### src/rtl/replay_timer_ctl.sv
// ---------------------------------------------------------------------------
// replay_timer_ctl
//   Data-link TX replay timer with REPLAY_NUM tracking. Times outstanding
//   TLPs, requests a replay on timeout or NAK, counts consecutive replays and
//   requests a link retrain when REPLAY_NUM rolls over.
//
// Optional feature macro: REPLAY_TMR_STATS_EN
//   When defined, adds parameter STAT_W and output timeout_total, a
//   saturating count of timer expiries (NAK replays are not counted).
//
// Ports
//   clk            clock
//   rst            synchronous active-low reset
//   dl_down        link layer down
//   link_train     link training in progress (freezes the timer)
//   ack_fwd        ACK with forward progress (pulse)
//   nak_fwd        NAK with forward progress (pulse)
//   replay_done    replay buffer finished retransmission (pulse)
//   unack_cnt      TLPs awaiting ACK
//   timeout_limit  programmed limit in cycles, 0 selects TIMEOUT_DEF
//   time_out       1-cycle timeout pulse
//   replay_req     1-cycle replay request pulse (timeout or NAK)
//   retrain_req    1-cycle retrain request pulse (REPLAY_NUM rollover)
//   replay_num     current REPLAY_NUM
//   timer          current timer value
//   busy           timer is running
//   timeout_total  saturating timeout count (REPLAY_TMR_STATS_EN only)
// ---------------------------------------------------------------------------
module replay_timer_ctl #(
  parameter int unsigned TMR_W       = 15,
  parameter int unsigned CNT_W       = 9,
  parameter int unsigned RN_W        = 2,
  parameter int unsigned TIMEOUT_DEF = 31000
`ifdef REPLAY_TMR_STATS_EN
  ,
  parameter int unsigned STAT_W      = 16
`endif
) (
  input  logic             clk,
  input  logic             rst,
  input  logic             dl_down,
  input  logic             link_train,
  input  logic             ack_fwd,
  input  logic             nak_fwd,
  input  logic             replay_done,
  input  logic [CNT_W-1:0] unack_cnt,
  input  logic [TMR_W-1:0] timeout_limit,
  output logic             time_out,
  output logic             replay_req,
  output logic             retrain_req,
  output logic [RN_W-1:0]  replay_num,
  output logic [TMR_W-1:0] timer,
  output logic             busy
`ifdef REPLAY_TMR_STATS_EN
  ,
  output logic [STAT_W-1:0] timeout_total
`endif
);

  typedef enum logic [1:0] {
    ST_IDLE   = 2'd0,
    ST_RUN    = 2'd1,
    ST_REPLAY = 2'd2,
    ST_HOLD   = 2'd3
  } state_t;

  state_t            state_q, state_d;
  logic [TMR_W-1:0]  timer_q, timer_d;
  logic [RN_W-1:0]   replay_num_q, replay_num_d;
  logic              time_out_q, time_out_d;
  logic              replay_req_q, replay_req_d;
  logic              retrain_q, retrain_d;
  logic              busy_q, busy_d;

  logic [TMR_W-1:0]  eff_lim_c;
  logic [TMR_W-1:0]  lim_m1_c;
  logic              has_unack_c;
  logic              fire_c;

  // Effective limit is re-evaluated every cycle; >= compare makes a lowered
  // limit fire on the next RUN cycle instead of waiting for a wrap.
  assign eff_lim_c   = (timeout_limit != '0) ? timeout_limit : TMR_W'(TIMEOUT_DEF);
  assign lim_m1_c    = eff_lim_c - TMR_W'(1);
  assign has_unack_c = (unack_cnt != '0);

  // State register and all registered outputs.
  always_ff @(posedge clk) begin
    if (!rst) begin
      state_q      <= ST_IDLE;
      timer_q      <= '0;
      replay_num_q <= '0;
      time_out_q   <= 1'b0;
      replay_req_q <= 1'b0;
      retrain_q    <= 1'b0;
      busy_q       <= 1'b0;
    end else begin
      state_q      <= state_d;
      timer_q      <= timer_d;
      replay_num_q <= replay_num_d;
      time_out_q   <= time_out_d;
      replay_req_q <= replay_req_d;
      retrain_q    <= retrain_d;
      busy_q       <= busy_d;
    end
  end

  // Next-state and next-output logic.
  always_comb begin
    state_d      = state_q;
    timer_d      = timer_q;
    replay_num_d = replay_num_q;
    time_out_d   = 1'b0;
    replay_req_d = 1'b0;
    retrain_d    = 1'b0;
    fire_c       = 1'b0;

    unique case (state_q)
      ST_IDLE: begin
        timer_d = '0;
        if (has_unack_c && !dl_down && !link_train) begin
          state_d = ST_RUN;
        end
      end

      ST_RUN: begin
        if (dl_down) begin
          state_d      = ST_IDLE;
          timer_d      = '0;
          replay_num_d = '0;
        end else if (ack_fwd) begin
          // Forward progress restarts timing; a same-cycle NAK is dropped.
          timer_d      = '0;
          replay_num_d = '0;
          state_d      = has_unack_c ? ST_RUN : ST_IDLE;
        end else if (nak_fwd) begin
          fire_c = 1'b1;
        end else if (timer_q >= lim_m1_c) begin
          time_out_d = 1'b1;
          fire_c     = 1'b1;
        end else if (link_train) begin
          state_d = ST_HOLD;
        end else begin
          timer_d = timer_q + TMR_W'(1);
        end
      end

      ST_REPLAY: begin
        timer_d = '0;
        if (dl_down) begin
          state_d      = ST_IDLE;
          replay_num_d = '0;
        end else if (ack_fwd) begin
          replay_num_d = '0;
        end else if (replay_done) begin
          state_d = has_unack_c ? ST_RUN : ST_IDLE;
        end
      end

      ST_HOLD: begin
        if (dl_down) begin
          state_d      = ST_IDLE;
          timer_d      = '0;
          replay_num_d = '0;
        end else if (ack_fwd) begin
          timer_d      = '0;
          replay_num_d = '0;
        end else if (!link_train) begin
          if (has_unack_c) begin
            state_d = ST_RUN;
          end else begin
            state_d = ST_IDLE;
            timer_d = '0;
          end
        end
      end
    endcase

    // Common replay launch for NAK and timeout; retrain on REPLAY_NUM wrap.
    if (fire_c) begin
      replay_req_d = 1'b1;
      retrain_d    = &replay_num_q;
      replay_num_d = replay_num_q + RN_W'(1);
      timer_d      = '0;
      state_d      = ST_REPLAY;
    end
  end

  assign busy_d = (state_d == ST_RUN);

  assign time_out    = time_out_q;
  assign replay_req  = replay_req_q;
  assign retrain_req = retrain_q;
  assign replay_num  = replay_num_q;
  assign timer       = timer_q;
  assign busy        = busy_q;

`ifdef REPLAY_TMR_STATS_EN
  logic [STAT_W-1:0] total_q;

  // Saturating timeout counter, cleared only by reset.
  always_ff @(posedge clk) begin
    if (!rst) begin
      total_q <= '0;
    end else if (time_out_d && (total_q != '1)) begin
      total_q <= total_q + STAT_W'(1);
    end
  end

  assign timeout_total = total_q;
`endif

endmodule
### config.mk
export PLATFORM = sky130hd
export DESIGN_NAME = replay_timer_ctl
export DESIGN_NICKNAME = d
export VERILOG_FILES = /design/src/rtl/replay_timer_ctl.sv
export SDC_FILE = /design/constraint.sdc
export NUM_CORES = 1
export LEC_CHECK = 0
export ABC_AREA = 1
export BUFFER_PORTS_ARGS = -buffer_cell sky130_fd_sc_hd__buf_4
export CORE_ASPECT_RATIO = 1.4
export CORE_UTILIZATION = 40
export CTS_CLUSTER_DIAMETER = 120
export CTS_CLUSTER_SIZE = 12
export DETAILED_ROUTE_END_ITERATION = 6
export SYNTH_ARGS = -nofsm -noshare
export SYNTH_HDL_FRONTEND = slang
export SYNTH_SLANG_ARGS = --single-unit
### constraint.sdc
create_clock -name clk -period 2.9 [get_ports clk]
set_input_delay 0.435 -clock clk [delete_from_list [all_inputs] [get_ports clk]]
set_output_delay 0.435 -clock clk [all_outputs]
set_load 0.005 [all_outputs]
==> results of run 1 <==
[registers in the layout (all words and copies together), names as in the netlist]
signal,count
replay_req,1
retrain_req,1
timer,15
time_out,1
busy,1
replay_num,2
state_q,2
[how the worst min path moves through the flow]
stage                     cells after the start    endpoint  slack, ps
after detailed placement                      2   timer[13]        480
after floorplan                               2   timer[13]        470
after global placement                        2   timer[13]        490
after global routing                          3  state_q[1]        480
final                                         3  state_q[1]        480
after CTS                                     3  state_q[1]        480
[cells in the final DEF (no fill, tap or decap), drive strengths merged, types with 5 or more instances in the layout]
| cell type | count |
|---|---|
| nor3 | 11 |
| a21oi | 24 |
| nor2 | 50 |
| o21ai | 10 |
| buf | 101 |
| xor2 | 6 |
| nand3 | 36 |
| o211ai | 8 |
| ha | 19 |
| nand2 | 95 |
| clkbuf | 5 |
| inv | 55 |
| dfxtp | 23 |
| nand4 | 8 |
[where the power goes]
group	internal, mW	total (mW)	switching, mW	leakage, nW
Combinational	0.105	0.213	0.108	1.56
Clock	0.0983	0.204	0.106	0.0228
Sequential	0.319	0.323	0.00408	0.186
[through the flow]
| step | utilization | TNS (ps) | instances | worst slack [ps] | total power, mW |
|---|---|---|---|---|---|
| CTS | 0.600 | -73.5 | 525 | -42.3 | 0.712 |
| global placement | 0.563 | -7770 | 516 | -424 | 0.500 |
| finish | 0.673 | -116 | 532 | -67.3 | 0.740 |
| global route | 0.673 | -3850 | 532 | -281 | 0.782 |
| detailed placement | 0.563 | -9500 | 516 | -502 | 0.503 |
| floorplan | - | 0 | 365 | 0.478 | 0.409 |
[logic make-up (layout without fill, tap and decap cells)]
| group | count (synthesis) | in the layout | synth area share |
|---|---|---|---|
| DFF | 23 | 23 | 0.208 |
| xor gates and xnor gates | 9 | 9 | 0.0356 |
| AOI/OAI and AO/OA | 48 | 48 | 0.125 |
| and+or+nand+nor | 203 | 204 | 0.407 |
| adders and majority gates | 19 | 19 | 0.107 |
| buffers and inverters | 63 | 163 | 0.117 |
[layer usage]
layer,track usage,vias to the layer above,routed length [µm]
met5,0,-,0
met4,0.124,0,317
met3,0.0228,25,260
met2,0.454,87,3880
met1,0.219,1259,2440
li1,-,1392,-
[worst register-to-register path: cells and delay by family (launching register included)]
| kind | cells | cell delay, ps |
|---|---|---|
| DFF | 1 | 420 |
| AOI/OAI and AO/OA | 3 | 380 |
| buffers and inverters | 1 | 350 |
| and+or+nand+nor | 4 | 1000 |
[layout make-up]
class | count | area, µm² | share of cell area
clock buffers | 4 | 45.0 | 0.0128
inverters | 57 | 223 | 0.0632
multi-input cells | 280 | 1870 | 0.530
flip-flops and latches | 23 | 460 | 0.131
well taps | 66 | 82.6 | 0.0234
repair buffers | 102 | 846 | 0.240
[timing repair]
action | in CTS | in global routing
pin swaps | 6 | 43
cloned | 2 | 1
buffers inserted | 3 | 6
setup endpoints to repair | 22 | 22
resized for setup | 28 | 74
==> out/metrics.csv, run 1 <==
metric,value,unit
Post-Syn Instances,365,
first-pass GRT wire length,10.6,mm
CTS Sinks,23,
pwr dens,210,nW/µm²
clock root cell,clkbuf_8,
worst path required time,3100,ps
most common cell in the synthesized netlist,nand2_1,
WP depth,26,
synthesized flop and latch total,23,
initial DRC count,129,
crit path max-delay cell type,nor3_4,
CORE AREA,5240,µm²
later-pin clock latency in the skew report,270,ps
worst relative slew slack,0.598,
final hold slack,483,ps
kind of end point of the critical path,flip-flop,
CP peak stage delay,270,ps
Longest Clk Path Bufs,2,
initial antenna violation count,0,
synth warn,0,
hold crit path type,in2reg,
CTS buffer count,3,
sequential area share after synthesis,0.208,
initial core utilization,0.423,
Tightest Pin Transition,601,ps
status,finished with violations,
R2R Path End,timer[3],
dpl hpwl,5.21,mm
via count,2763,
final setup violating endpoints,4,
CTS H-Tree Depth,1,
commonest cells in the netlist,"nand2_1, inv_1, nor2_1, nand3_1, a21oi_1",
final WL,6.89,mm
wire per inst,13.0,µm
final instance area,3530,µm²
layout cell share with drive strength beyond 1,0.386,
largest net degree at the start of global routing,13,
# IOs,52,
count of max-cap constraint violations,0,
Critical Path Start,timeout_limit[1],
worst setup path end,timer[0],
dpl cell area,2950,µm²
total grt overflow,0,
fill count,509,
number of global-route vias before repair,2587,
Total Routing Usage GR,0.230,
Antenna Nets Post-Route,0,
drt first pass iters,4,
minimum clock period,2970,ps
post-synth top area share,0.208,
CP Class,in2reg,
largest area contributor in the netlist,dfxtp_1,
DIE AREA,5840,µm²
failing checks,setup timing,
peak supply drop,0.132,mV
Synth Cell Area,2210,µm²
row count,31,
Final Wtd Congestion,0.882,
worst r2r src,state_q[0],
syn nets,415,
Layout Nets,517,
# hold bufs at CTS,0,
Worst Skew,3.40,ps
Unique masters post-synth,33,
Port-buffer cells,51,
Startpoint Class,primary input,
ANT cells,0,
PnR worst setup slack,-67.3,ps
hold_sp,rst,
Die X,64.9,µm
reg2reg setup slack,680,ps
clock-pin slew on the worst setup and hold paths,80,ps
post-synthesis average cell area,6.06,µm²
CTS tree,done,
Slew Limit Fails,0,
ranking of synthesized cells by area,"dfxtp_1, nand2_1, ha_1, inv_1, nand3_1",
crit-path leading delay family,simple AND/OR/NAND/NOR gates,
most common flop cell mapped by yosys,dfxtp_1,
Die Y,90.0,µm
number of enable flip-flop cells after synthesis,0,
worst r2r path cells,8,
Arrival @ worst endpoint,3170,ps
Area Overhead vs Synth,59.3,%
RSZ-0062 raised after global routing,yes,
Via-to-Cell Ratio,5.19,
Async SR Flop Fraction,0,
DRC viols,0,
Final Hold Fails,0,
fmax,0.337,GHz
worst path bufs/invs,4,
CP Max Fanout,7,
Final Cycle Share,1.02,
P_leak,1.76,nW
Note: power is estimated with default switching activity, not from simulation.
==> inputs of run 2 (changes only) <==
--- a/config.mk
+++ b/config.mk
@@ -13,4 +13,5 @@
 export CTS_CLUSTER_SIZE = 12
 export DETAILED_ROUTE_END_ITERATION = 6
+export RECOVER_POWER = 25
 export SYNTH_ARGS = -nofsm -noshare
 export SYNTH_HDL_FRONTEND = slang
==> constraint.sdc (replaced) <==
create_clock -name clk -period 2.9 [get_ports clk]
set_input_delay 0.145 -clock clk [delete_from_list [all_inputs] [get_ports clk]]
set_output_delay 0.145 -clock clk [all_outputs]
set_load 0.01 [all_outputs]
==> run 2 against run 1 <==
  * The flow now finishes without violations
  * Power down 3.8%
  * Worst setup slack better by 220 ps
  * Clock power is 4% higher
  * Largest cell class unchanged
  * Largest power group unchanged
==> out/metrics.csv, run 2 (synthesized netlist as in run 1, its figures left out) <==
metric,value,unit
status,"finished, final reports clean",
multi-input logic area,1590,µm²
initial DRC count,111,
Die Y,90.0,µm
final setup violating endpoints,0,
DRC viols,0,
DIE AREA,5840,µm²
fill count,558,
# IOs,52,
first-pass GRT wire length,10.7,mm
drt first pass iters,4,
max FFs per register,15,
worst r2r src,state_q[0],
Layout Cells excl Fill,516,
most frequent cells in the layout,"nand2_1, buf_4, inv_1",
minimum clock period,2750,ps
Final Cycle Share,0.948,
Placed Instances,505,
via count,2642,
CP Class,in2reg,
later-pin clock latency in the skew report,280,ps
worst setup path end,state_q[1],
register area,460,µm²
CTS buffer count,3,
dpl hpwl,5.24,mm
Arrival @ worst endpoint,2930,ps
CP Max Fanout,6,
P_leak,1.47,nW
clock-pin slew on the worst setup and hold paths,90,ps
hold crit path type,in2reg,
count of max-cap constraint violations,0,
Port-buffer cells,51,
clock root cell,clkbuf_8,
CTS H-Tree Depth,1,
final WL,6.69,mm
total power,711,µW
Slew Limit Fails,0,
Total Routing Usage GR,0.230,
reg2reg setup slack,780,ps
Global Route met1 Usage,0.231,
Final Hold Fails,0,
Area Overhead vs Synth,36.1,%
R2R Path End,timer[3],
Top Usage Layer GRT,met2,
Die X,64.9,µm
Layout Nets,501,
pwr dens,236,nW/µm²
GRT met3 Usage,0.0152,
Longest Clk Path Bufs,2,
worst path required time,3080,ps
Via-to-Cell Ratio,5.12,
total grt overflow,0,
"commonest non-fill, non-tap cell in the layout",nand2_1,
kind of end point of the critical path,flip-flop,
worst r2r path cells,8,
Antenna Nets Post-Route,0,
CORE AREA,5240,µm²
Startpoint Class,primary input,
initial antenna violation count,0,
fmax,0.364,GHz
largest net degree at the start of global routing,15,
ANT cells,0,
wire per inst,13.0,µm
Critical Path Start,timeout_limit[1],
CTS Sinks,23,
Worst Skew,7.46,ps
Final Wtd Congestion,0.825,
worst relative slew slack,0.592,
peak supply drop,0.261,mV
grt met2 use,0.463,
"Core Util, Final",0.575,
layout cell share with drive strength beyond 1,0.247,
Tightest Pin Transition,610,ps
number of global-route vias before repair,2535,
post-route setup TNS,0,ps
CTS tree,done,
row count,31,
initial core utilization,0.423,
==> run 2: area by class of cell <==
class	count	area share
Clock buffer	3	0.0137
Clock inverter	1	0.00166
Inverter	57	0.0718
Multi-Input combinational cell	279	0.527
Sequential cell	23	0.153
Tap cell	66	0.0274
Timing Repair Buffer	87	0.206
==> run 2: timing repair <==
action                                  CTS  global route
setup buffers                             0             5
hold buffers                              0             0
resized for setup                         0            31
endpoints found under the setup margin    0            22
==> run 2: critical path, stage by stage <==
cell      delay [ps]
buf_4             90
inv_2             30
ha_2             180
nand3_2           70
nor2_1            50
nand2_2           90
buf_4            120
nand4_2          150
nor2_1           230
nand3_1          110
nand3_1           80
nand2_1           70
ha_1             300
nand2_1           80
nand2_1           60
a21oi_2          130
o21ai_1           80
nor2_1           180
nand3_2          130
nand2_4          160
buf_6            140
o211ai_1         120
nand2_1           90
inv_1             40
==> run 2: worst min-delay path by stage <==
stage / slack (ps) / cells past startpoint / endpoint / start
finish: 170 / 3 / state_q[1] / rst
CTS: 170 / 3 / state_q[1] / rst
floorplan: 320 / 3 / time_out / nak_fwd
global route: 170 / 3 / state_q[1] / rst
detailed placement: 460 / 3 / state_q[1] / rst
global placement: 460 / 3 / state_q[1] / rst
==> run 2: through the flow <==
step	cell area (µm²)	setup slack (ps)	hold slack (ps)
6_report	3010	152	166
5_1_grt	3010	-22.6	171
4_1_cts	2900	62.8	174
3_5_place_dp	2850	-235	459
3_3_place_gp	2850	-156	457
2_1_floorplan	2210	276	322
==> run 2: routing by layer <==
layer | share of wire | up-vias
met1 | 0.39 | 1186
met4 | 0.035 | 0
li1 | - | 1354
met3 | 0.032 | 18
met2 | 0.54 | 84
met5 | 0 | -
==> run 2: power breakdown <==
group          leakage [nW]  internal, mW  switching, mW
Sequential            0.186         0.319        0.00403
Clock                0.0255        0.0964          0.116
Combinational          1.26        0.0833         0.0927
==> inputs of run 3 (changes only) <==
Settings changed: ABC_AREA 1 to default, PLACE_DENSITY from default to 0.66.
Clock period 2.9 ns to 2.3 ns, I/O delays scaled along.
==> run 3 against run 2 <==
  * Critical path type unchanged
  * Area after synthesis is 12% lower
  * Utilization is 9.7 points higher
  * Largest power group unchanged
  * Register-to-register slack worse by 560 ps
  * Non-clock buffer count is 22 higher
  * Wire length is 12% lower
  * Final area is 2.9% higher
  * Sequential share of layout area is 0.43 points lower
  * Worst setup slack worse by 850 ps
  * The flow now finishes with violations (setup timing)
  * Clock power is 23% higher
  * Count of clock-buffer cells in the layout stayed put
  * Clock skew is 3.7 ps lower
==> out/metrics.csv, run 3 <==
metric,value,unit
status,finished with violations,
failing checks,setup timing,
Async SR Flop Fraction,0,
final setup violating endpoints,23,
Final Hold Fails,0,
post-synth top area share,0.235,
commonest cells in the netlist,"nor2_1, dfxtp_1, ha_1, nand2_1, a21oi_1",
CP peak stage delay,550,ps
Hold Path Sink,state_q[1],
R2R Path End,timer[5],
CTS buffer count,3,
Via-to-Cell Ratio,5.53,
minimum clock period,3000,ps
dpl hpwl,4.63,mm
ranking of synthesized cells by area,"dfxtp_1, ha_1, nor2_1, a211oi_1, a21oi_1",
PnR worst setup slack,-698,ps
CTS Sinks,23,
Longest Clk Path Bufs,2,
kind of end point of the critical path,flip-flop,
Placed Instances,411,
Post-Syn Instances,254,
Synth Area in Simple Gates,0.312,
Die X,61.1,µm
crit-path leading delay family,simple AND/OR/NAND/NOR gates,
Startpoint Class,primary input,
clock root cell,clkbuf_8,
dpl cell area,2890,µm²
largest area contributor in the netlist,dfxtp_1,
hold crit path type,in2reg,
syn nets,304,
pwr dens,281,nW/µm²
Layout Cells excl Fill,421,
Die Y,84.7,µm
row count,29,
P_leak,1.25,nW
reg2reg setup slack,220,ps
layout cell share with drive strength beyond 1,0.398,
number of enable flip-flop cells after synthesis,0,
Final Cycle Share,1.30,
Layout Nets,410,
hold_sp,rst,
crit path max-delay cell type,or4_4,
number of global-route vias before repair,2126,
clock-pin slew on the worst setup and hold paths,90,ps
# IOs,52,
Area Overhead vs Synth,58.5,%
worst r2r path cells,8,
later-pin clock latency in the skew report,270,ps
Port-buffer cells,51,
total grt overflow,0,
synth warn,0,
post-synthesis average cell area,7.70,µm²
Slew Limit Fails,0,
worst path bufs/invs,5,
largest family of logic cells by synthesized area,simple AND/OR/NAND/NOR gates,
initial antenna violation count,0,
ANT cells,0,
largest net degree at the start of global routing,19,
via count,2327,
first-pass GRT wire length,9.38,mm
CTS H-Tree Depth,1,
wire per inst,14.0,µm
Synth Cell Area,1960,µm²
peak supply drop,0.264,mV
fmax,0.334,GHz
synthesized flop and latch total,23,
Critical Path Start,timeout_limit[12],
sequential area share after synthesis,0.235,
RSZ-0062 raised after global routing,yes,
register area,460,µm²
CORE AREA,4610,µm²
final instance area,3100,µm²
CTS tree,done,
Worst Skew,3.73,ps
CP Class,in2reg,
post-synthesis adder-cell area fraction,0.122,
DRC viols,0,
Hold Crit Depth,2,
Total Routing Usage GR,0.235,
most common cell in the synthesized netlist,nor2_1,
initial DRC count,69,
count of max-cap constraint violations,0,
Unique masters post-synth,47,
multi-input logic area,1640,µm²
crit-path cells,"buf_6, or4_4, nor4_4, buf_4, a211o_1, nor3_2, mux2_4, ha_4, nand4_1, buf_4, o21ai_4, a211oi_4, buf_6, buf_12, a31oi_4, o21a_1",
max FFs per register,15,
worst path required time,2470,ps
total power,871,µW
worst relative slew slack,0.582,
fill count,395,
Tightest Pin Transition,621,ps
DIE AREA,5180,µm²
Antenna Nets Post-Route,0,
most common flop cell mapped by yosys,dfxtp_1,
Compound-Gate Fraction of Synth Area,0.244,
initial core utilization,0.424,
mux contribution to synthesized area,0.0109,
Arrival @ worst endpoint,3170,ps
worst r2r src,timer[3],
most frequent cells in the layout,"buf_4, nor2_1, dfxtp_1",
final WL,5.89,mm
CP Max Fanout,4,
"commonest non-fill, non-tap cell in the layout",buf_4,
drt first pass iters,4,
Final Wtd Congestion,0.828,
xor and xnor area share after synthesis,0.0403,
-- run 3: cell count changes in the layout (fill, tap and decap cells not counted), moves of 10 or more --
cell | before | now
a211oi_1 | 0 | 10
inv_1 | 52 | 9
nand3_1 | 34 | 7
buf_4 | 72 | 96
nand2_1 | 84 | 18
nor2_1 | 46 | 26
-- run 3: logic make-up after synthesis --
logic type | after synthesis
AOI/OAI and AO/OA | 72
muxes | 2
adders and majority gates | 19
and+or+nand+nor | 112
xor gates and xnor gates | 9
buffers and inverters | 17
DFF | 23
-- run 3: layout make-up --
class / count / share of cell area
sequential: 23 / 0.149
timing repair buffer: 109 / 0.273
clock inverter: 1 / 0.00161
tap: 62 / 0.0250
inverter: 9 / 0.0109
clock buffer: 3 / 0.0133
multi-input combinational: 214 / 0.528
-- run 3: layer usage --
metal,vias to the layer above,global-route usage,routed length (µm)
met4,0,0.0640,76
met3,8,0.0185,172
li1,1189,-,-
met5,-,0,0
met2,52,0.440,3230
met1,1078,0.269,2410
-- run 3: worst register-to-register path, delay by kind of cell, from the launching register on --
| family | cells | cell delay, ps |
|---|---|---|
| flip-flops | 1 | 480 |
| adder cells (fa/ha/maj) | 1 | 280 |
| buffers and inverters | 2 | 300 |
| AND/OR/NAND/NOR | 2 | 390 |
| AO/OA/AOI/OAI | 3 | 520 |
-- run 3: worst max-delay path by stage --
stage / endpoint / slack, ps / cells past startpoint
after floorplan: state_q[0] / -670 / 13
after global placement: timer[9] / -960 / 14
after detailed placement: timer[9] / -1020 / 14
after CTS: timer[5] / -730 / 14
after global routing: state_q[1] / -830 / 16
final: state_q[1] / -700 / 16
-- run 3: where the power goes --
group          internal [mW]  switching [mW]  total [mW]
combinational          0.111          0.0953       0.207
clock                  0.121           0.140       0.261
sequential             0.400         0.00349       0.404
-- run 3: timing repair --
| item | CTS | global route |
|---|---|---|
| hold buffers | 1 | 0 |
| pin swaps | 7 | 11 |
| hold endpoints to repair | 1 | 0 |
| setup endpoints to repair | 23 | 23 |
| resized for setup | 15 | 9 |
| setup buffers | 3 | 3 |
-- run 3: stage by stage --
step / TNS, ps / util / setup WS [ps] / hold slack [ps]
after floorplan: -14000 / - / -668 / 188
final: -14570 / 0.673 / -698 / 101
after global placement: -21310 / 0.628 / -962 / 288
after global routing: -18220 / 0.673 / -830 / 94.3
after detailed placement: -22330 / 0.628 / -1020 / 290
after CTS: -15550 / 0.663 / -727 / 103
